[src/rtl/mips_pkg.sv]
// mips_pkg: shared register-file defaults and constants
package mips_pkg;
  localparam int DATA_W_DEF   = 32;
  localparam int NUM_REGS_DEF = 32;
  localparam int ADDR_W_DEF   = $clog2(NUM_REGS_DEF);
  localparam int IMM_W_DEF    = 16;
  localparam int REG_ZERO     = 0;
  localparam int FUNCT_W      = 6;
endpackage

[src/rtl/regfile_scoreboard.sv]
// regfile_scoreboard: one pending bit per register, set/clear plus two lookups
module regfile_scoreboard
  import mips_pkg::*;
#(
  parameter int NUM_REGS = NUM_REGS_DEF,
  parameter int ADDR_W   = $clog2(NUM_REGS)
) (
  input  logic              clk,
  input  logic              rst_n,
  input  logic              set_en,
  input  logic [ADDR_W-1:0] set_addr,
  input  logic              clr_en,
  input  logic [ADDR_W-1:0] clr_addr,
  input  logic [ADDR_W-1:0] look_addr1,
  input  logic [ADDR_W-1:0] look_addr2,
  output logic              look_pend1,
  output logic              look_pend2
);
  logic [NUM_REGS-1:0] r_pend;
  // set after clear: a new load issued alongside a writeback stays in flight
  always_ff @(posedge clk) begin
    if (!rst_n) r_pend <= '0;
    else begin
      if (clr_en) r_pend[clr_addr] <= 1'b0;
      if (set_en) r_pend[set_addr] <= 1'b1;
    end
  end
  assign look_pend1 = r_pend[look_addr1];
  assign look_pend2 = r_pend[look_addr2];
endmodule

[src/rtl/banco_registradores_parametrizado.sv]
// banco_registradores_parametrizado: 2R/1W register file with pending-load scoreboard and imm extender
// REGFILE_BYPASS_EN selects write-first reads; undefined gives read-first.
module banco_registradores_parametrizado
  import mips_pkg::*;
#(
  parameter int DATA_W   = DATA_W_DEF,
  parameter int NUM_REGS = NUM_REGS_DEF,
  parameter int ADDR_W   = $clog2(NUM_REGS),
  parameter int IMM_W    = IMM_W_DEF
) (
  input  logic               clk,
  input  logic               rst_n,
  input  logic [ADDR_W-1:0]  rd_addr1,
  input  logic [ADDR_W-1:0]  rd_addr2,
  input  logic               wr_en,
  input  logic [ADDR_W-1:0]  wr_addr,
  input  logic [DATA_W-1:0]  wr_data,
  input  logic               pend_set,
  input  logic [ADDR_W-1:0]  pend_addr,
  input  logic [IMM_W-1:0]   imm_in,
  input  logic               imm_sign,
  output logic [DATA_W-1:0]  rd_data1,
  output logic [DATA_W-1:0]  rd_data2,
  output logic               rd_pend1,
  output logic               rd_pend2,
  output logic [DATA_W-1:0]  imm_out,
  output logic [FUNCT_W-1:0] funct
);
  localparam logic [ADDR_W-1:0] ZERO = ADDR_W'(REG_ZERO);
  logic [DATA_W-1:0] r_mem [NUM_REGS];
  logic w_we, w_set, w_pend1, w_pend2, w_byp1, w_byp2;
  logic [DATA_W-1:0] w_d1, w_d2;
  assign w_we  = wr_en && wr_addr != ZERO;
  assign w_set = pend_set && pend_addr != ZERO;
`ifdef REGFILE_BYPASS_EN
  assign w_byp1 = w_we && wr_addr == rd_addr1;
  assign w_byp2 = w_we && wr_addr == rd_addr2;
`else
  assign w_byp1 = 1'b0;
  assign w_byp2 = 1'b0;
`endif
  regfile_scoreboard #(.NUM_REGS(NUM_REGS), .ADDR_W(ADDR_W)) u_sb (
    .clk        (clk),
    .rst_n      (rst_n),
    .set_en     (w_set),
    .set_addr   (pend_addr),
    .clr_en     (w_we),
    .clr_addr   (wr_addr),
    .look_addr1 (rd_addr1),
    .look_addr2 (rd_addr2),
    .look_pend1 (w_pend1),
    .look_pend2 (w_pend2)
  );
  assign w_d1 = rd_addr1 == ZERO ? '0 : w_byp1 ? wr_data : r_mem[rd_addr1];
  assign w_d2 = rd_addr2 == ZERO ? '0 : w_byp2 ? wr_data : r_mem[rd_addr2];
  always_ff @(posedge clk) begin
    if (!rst_n) begin
      for (int i = 0; i < NUM_REGS; i++) r_mem[i] <= '0;
      rd_data1 <= '0;
      rd_data2 <= '0;
      rd_pend1 <= 1'b0;
      rd_pend2 <= 1'b0;
      imm_out  <= '0;
      funct    <= '0;
    end else begin
      if (w_we) r_mem[wr_addr] <= wr_data;
      rd_data1 <= w_d1;
      rd_data2 <= w_d2;
      rd_pend1 <= w_pend1 && !w_byp1;
      rd_pend2 <= w_pend2 && !w_byp2;
      imm_out  <= {{(DATA_W-IMM_W){imm_sign & imm_in[IMM_W-1]}}, imm_in};
      funct    <= imm_in[FUNCT_W-1:0];
    end
  end
endmodule

[config.mk]
export PLATFORM = sky130hd
export DESIGN_NAME = banco_registradores_parametrizado
export DESIGN_NICKNAME = d
export VERILOG_FILES = /design/src/rtl/mips_pkg.sv /design/src/rtl/regfile_scoreboard.sv /design/src/rtl/banco_registradores_parametrizado.sv
export SDC_FILE = /design/constraint.sdc
export NUM_CORES = 2
export LEC_CHECK = 0
export BUFFER_PORTS_ARGS = -buffer_cell sky130_fd_sc_hd__clkbuf_2
export CAP_MARGIN = 20
export CORE_MARGIN = 2
export CORE_UTILIZATION = 35
export CTS_CLUSTER_SIZE = 12
export DETAILED_ROUTE_END_ITERATION = 8
export GPL_TIMING_DRIVEN = 1
export HOLD_SLACK_MARGIN = 0.15
export PLACE_DENSITY = 0.55
export SETUP_SLACK_MARGIN = 0.1
export SLEW_MARGIN = 10
export SYNTH_ARGS = -nofsm -noshare
export SYNTH_HDL_FRONTEND = slang
export SYNTH_SLANG_ARGS = --single-unit
export TNS_END_PERCENT = 30
[constraint.sdc]
create_clock -name clk -period 3.4 [get_ports clk]
set_input_delay 0.17 -clock clk [delete_from_list [all_inputs] [get_ports clk]]
set_output_delay 0.17 -clock clk [all_outputs]
set_load 0.01 [all_outputs]
## Word-level counts from Yosys, hierarchy flattened

Memories as Yosys holds them, arrays and structs flattened. A register that Yosys moved wholly into a read port is not among the register bits.
Cells that the tools add are included.

- Input port bits: 73
- RAM bits: 1024
- Memories kept: 1
- Register bits after elaboration: 57
- Output and inout bits: 104
- Logic and storage cells: 46

- Bitwise operators: 5
- Reduce and logical (&&, ||, !) cells: 11
- Order comparisons: 6
- Mux-type cells: 18

Memory list:

| name | words | width | read ports | clocked after Yosys merged registers in | wr ports | RTL line | text |
|---|---|---|---|---|---|---|---|
| r_mem | 32 | 32 | 2 | 2 | 32 | banco_registradores_parametrizado.sv:30 | `logic [DATA_W-1:0] r_mem [NUM_REGS];` |

Operator list:

| kind | count |
|---|---|
| $mux 32 | 4 |
| $and 32x32->32 | 1 |
| $not 32->32 | 1 |
| $or 32x32->32 | 1 |
| $reduce_or 32->1 | 1 |
| $lt 5x6->1 const B | 4 |
| $bmux 1 s5 | 2 |
| $demux 1 s5 | 2 |
| $ge 5x1->1 const B | 2 |
| $logic_not 5->1 | 2 |
| $reduce_bool 5->1 | 2 |
| $mux 1 | 9 |
| $mux 5 | 1 |
| $logic_and 1x1->1 | 4 |
| $reduce_or 2->1 | 2 |
| $and 1x1->1 | 1 |
| $not 1->1 | 1 |

## Depth between registers and ports, before layout

- Word-level depth: 10
- Depth in mapped cells: 9
- Mapped depth without buffers: 5

## Cells and area by module

From an unflattened synthesis, not the netlist that was laid out.

- Cell total of the unflattened synthesis: 3856
- Area total of the unflattened synthesis: 58299.7 µm²

Modules (own cells, without submodules):

| module | times used | area each (µm²) | sequential area each (µm²) | cells each |
|---|---|---|---|---|
| banco_registradores_parametrizado | 1 | 56282.7 | 32411.1 | 3613 |
| regfile_scoreboard | 1 | 2016.9 | 640.6 | 243 |

## Worst setup path before layout

No wires, ideal clock.

- Path type: input to register
- From: in wr_addr[3]
- To: mem r_mem[19][0] (netlist name) (enable)
- Data required time: 2932 ps
- Arrival: 3151 ps
- Path buffers: 1
- Path slack: -219 ps
- Setup time: 468 ps
- Cell stages on the path: 3
- Cells stage by stage: or3b_2 -> clkbuf_1 -> o21ai_0

RTL lines:

| element | RTL line | text |
|---|---|---|
| start: declaration | banco_registradores_parametrizado.sv:16 | `input logic [ADDR_W-1:0] wr_addr,` |
| end: declaration | banco_registradores_parametrizado.sv:30 |  |

## Final worst setup path

- From: in rd_addr2[3]
- To: reg rd_data2[3], read port of r_mem

- Longest elaborated chain between the ends: 2

Ends and longest elaborated chain:

| element | RTL line | text |
|---|---|---|
| start: declaration | banco_registradores_parametrizado.sv:14 | `input logic [ADDR_W-1:0] rd_addr2,` |
| $logic_not 5->1 | banco_registradores_parametrizado.sv:55 | `assign w_d2 = rd_addr2 == ZERO ? '0 : w_byp2 ? wr_data : r_mem[rd_addr2];` |
| $reduce_or 2->1 (no source line) | -- |  |
| end: declaration | banco_registradores_parametrizado.sv:23 | `output logic [DATA_W-1:0] rd_data2,` |

Several ways; a longest one is shown, not always the timed one.
A chain may end at the register's enable or synchronous reset.

==> summary.md <==
| Metric | Value |
|---|---|
| I/O pins | `about 180` |
| First-pass GRT wire length | `298 mm` |
| Initial antenna violation count | `20` |
| Synth unique cells | `50` |
| CP arrival | `between 3 and 4 ns` |
| CP max-delay cell | `a211oi_1` |
| Max Cap Violations | `0` |
| Avg Synthesized Cell Area | `~14 um2` |
| Detailed-route DRC error count | `0` |
| Largest net degree at the start of global routing | `76` |
| PortBufs | `~180` |
| Initial Util | `0.353` |
| CTS tree | `built` |
| Worst Setup Path Type | `input pin to flop` |
| Mapped Cells | `~4100` |
| Status | `complete, no violations` |
| Psw | `about 8800 uW` |
| Internal power | `25700 uW` |
| Largest delay share family, worst path | `buffers and inverters` |
| EDFF count, synth | `between 1000 and 1500` |
| Pwr/cell area | `509 nW/um2` |
| Yosys reg bits | `1139` |
| Ys async rst share | `0` |
| Grt ovf | `0` |
| CP max FO | `19` |
| Fin nets | `~4400` |
| DRT iter0 DRCs | `between 4000 and 5000` |
| Slew @ Worst Pin | `around 1.1 ns` |
| Post-DR vias/cell | `between 5 and 6` |
| Hold Slack | `0.193 ns` |
| Detailed Route WL | `around 210 mm` |
| Max-slew violations | `0` |
| Leakage | `0.0242 uW` |
| ANT nets after route | `0` |
| Peak VDD IR | `around 0.55 mV` |
| CP Buf/Inv Count | `4` |
| Root buffer cell | `clkbuf_16` |
| Crit path top cell by count | `buf_4` |
| Period utilization | `0.911` |
| Clock-pin transition on the worst setup and hold timing paths | `about 0.060 ns` |
| Clk sinks | `roughly 1100` |
| Main flop type after synthesis | `edfxtp_1` |
| # setup viols final | `0` |
| Combinational group share of total power | `0.118` |
| RSZ-0062 raised after global routing | `false` |
| Detailed Routing Iterations Pass 1 | `5` |
| Mapped cell area | `58300 um2` |
| Routed WL per cell | `roughly 32 um` |
| Synth top area share | `0.527` |
| Critical Path, Cell by Cell | `dlygate4sd3_1 -> clkbuf_2 -> buf_4 -> nand3b_2 -> buf_4 -> o22ai_1 -> or4_1 -> a211oi_1 -> nor4_1` |
| WP data required | `between 4 and 5 ns` |
| Final RePlAce weighted congestion | `0.854` |
| Element type at the critical path end | `flop` |
| Reg power frac | `0.479` |
| DPL Wire Length | `129 mm` |
| DIE WIDTH | `around 410 um` |
| Later-pin clock latency in the skew report | `~0.79 ns` |
| Area Growth Syn to Fin | `16.4%` |
| Tmin final | `roughly 3.1 ns` |
| Die Y | `412 um` |
| Worst min path class | `input pin to flop` |
| CTS Buffer Depth | `3` |
| Fmax | `approximately 320 MHz` |
| Switching part of the total | `0.256` |
| Placed insts | `about 6200` |
| Max-Slew Margin vs Limit | `0.293` |
| Fin. Hold Viols | `0` |
| Post-route insts no fill | `~6600` |
| Ys Warns | `0` |
| Setup TNS | `0 ns` |
| Area contributors post-synth | `edfxtp_1 (53%), mux4_2 (15%), and2_1 (11%)` |
| Sequential area share after synthesis | `0.567` |
| Core area | `around 170000 um2` |
| Synth area leader | `edfxtp_1` |
| Clk_skew | `about 0.037 ns` |
| Total number of vias | `38300` |
| Startpoint Class | `input pin` |
| Rows | `approximately 150` |
| CTS Buf Count | `130` |
| GRT Total Usage | `0.250` |
| Clock power frac | `0.403` |
| Share of layout cells above drive strength 1 | `0.235` |
| Resize count post-CTS | `0` |
| Slowest stage delay, CP | `between 0.8 and 0.9 ns` |
| H-tree levels | `4` |
| Die area | `~170000 um2` |
| Vias in the first global route | `38400` |
| # fillers | `~15000` |
==> layout by cell type, fill, tap and decap left out, types with 12 or more instances in the layout <==
| cell | count |
|---|---|
| clkbuf_1 | 46 |
| a22o_1 | 23 |
| nor2_4 | 31 |
| conb_1 | 32 |
| edfxtp_1 | 1024 |
| nor4_1 | 29 |
| a22oi_1 | 22 |
| buf_4 | 138 |
| and2_1 | 1010 |
| a211oi_1 | 44 |
| mux2i_1 | 335 |
| buf_12 | 58 |
| o22ai_1 | 140 |
| a21oi_1 | 47 |
| nor2_1 | 101 |
| o21ai_0 | 35 |
| clkinv_1 | 19 |
| nand3_1 | 18 |
| o31ai_1 | 23 |
| o21ai_4 | 31 |
| nand2_1 | 14 |
| or4_1 | 22 |
| clkbuf_16 | 135 |
| dfxtp_1 | 115 |
| dlygate4sd3_1 | 84 |
| mux4_2 | 397 |
| clkbuf_2 | 168 |
| or3_1 | 25 |
| nor3_1 | 12 |
| nor2b_1 | 50 |
| inv_1 | 33 |
==> synthesized netlist by cell type (11+ instances only) <==
library cell and instances:
dfxtp_1 115, nor4_1 29, nand2_1 15, mux2i_1 335, a22oi_1 22, a22o_1 23, o22ai_1 140, mux2_2 11
nor2b_1 50, mux4_2 397, a21oi_1 47, nor3_1 12, clkbuf_1 263, buf_2 91, a211oi_1 45, or3_1 26
nand3_1 18, buf_4 47, or4_1 22, edfxtp_1 1024, nor2_1 132, and2_1 1009, o31ai_1 23, inv_1 34
buf_6 19, o21ai_0 66
==> what timing repair did <==
action,4_1_cts,5_1_grt
setup buffers,0,0
hold buffers,84,0
hold endpoints to repair,386,0
==> per-layer routing <==
metal  GRT usage  vias to the layer above  wire [um]
met5           0                        -         20
met4       0.102                        4       8770
met3      0.0500                      399      19700
met2       0.389                     2175      97400
met1       0.342                    19900      87100
li1            -                    15800          -
==> flip-flops by register name, summed over array words and instances (netlist names) <==
register     cells
rd_pend2         1
imm_out         17
u_sb.r_pend     32
rd_pend1         1
r_mem         1024
rd_data2        32
rd_data1        32
==> final cells by class <==
cell class,count,area (um2),area share
sequential,1139,33100,0.487
multi-input combinational,2517,23800,0.351
timing repair buffer,455,3990,0.0588
clock buffer,191,3690,0.0543
tap,2189,2740,0.0404
clock inverter,47,420,0.00619
inverter,34,128,0.00188
antenna,8,20.0,0.000295
==> cells by family after synthesis <==
| kind of cell | count (synthesis) | share of synthesized area |
|---|---|---|
| buffers and inverters | 459 | 0.0370 |
| other | 1 | 0.0000643 |
| AOI/OAI and AO/OA | 401 | 0.0454 |
| DFF | 1139 | 0.567 |
| muxes | 743 | 0.213 |
| and+or+nand+nor | 1341 | 0.138 |
==> worst paths after layout <==
kind                                         to  depth (start not counted)            start  slack (ns)
worst max-delay path                rd_data2[3]                          9      rd_addr2[3]        0.30
worst min-delay path                r_mem[8][9]                          2       wr_data[9]        0.19
worst max register to register      rd_data2[3]                          5      r_mem[7][3]        0.97
worst min register to register  u_sb.r_pend[28]                          2  u_sb.r_pend[28]        0.48
==> power groups by stage <==
stage / Clock, uW / Combinational [uW] / Sequential (uW)
floorplan: 0 / 2280 / 16700
global placement: 0 / 3960 / 16800
detailed placement: 0 / 3960 / 16800
CTS: 14100 / 4050 / 16500
global route: 14600 / 4230 / 16600
finish: 13900 / 4060 / 16500
==> metrics by stage <==
step / setup slack (ns) / util / power (uW) / instance area [um2]
finish: 0.302 / 0.411 / 34500 / 67900
global route: 0.436 / 0.411 / 35500 / 67900
CTS: 0.435 / 0.410 / 34600 / 67800
detailed placement: 0.235 / 0.380 / 20800 / 62800
global placement: 0.257 / 0.380 / 20700 / 62800
floorplan: -0.219 / - / 19000 / 58400
No activity file was read; power rests on OpenSTA's default activity.
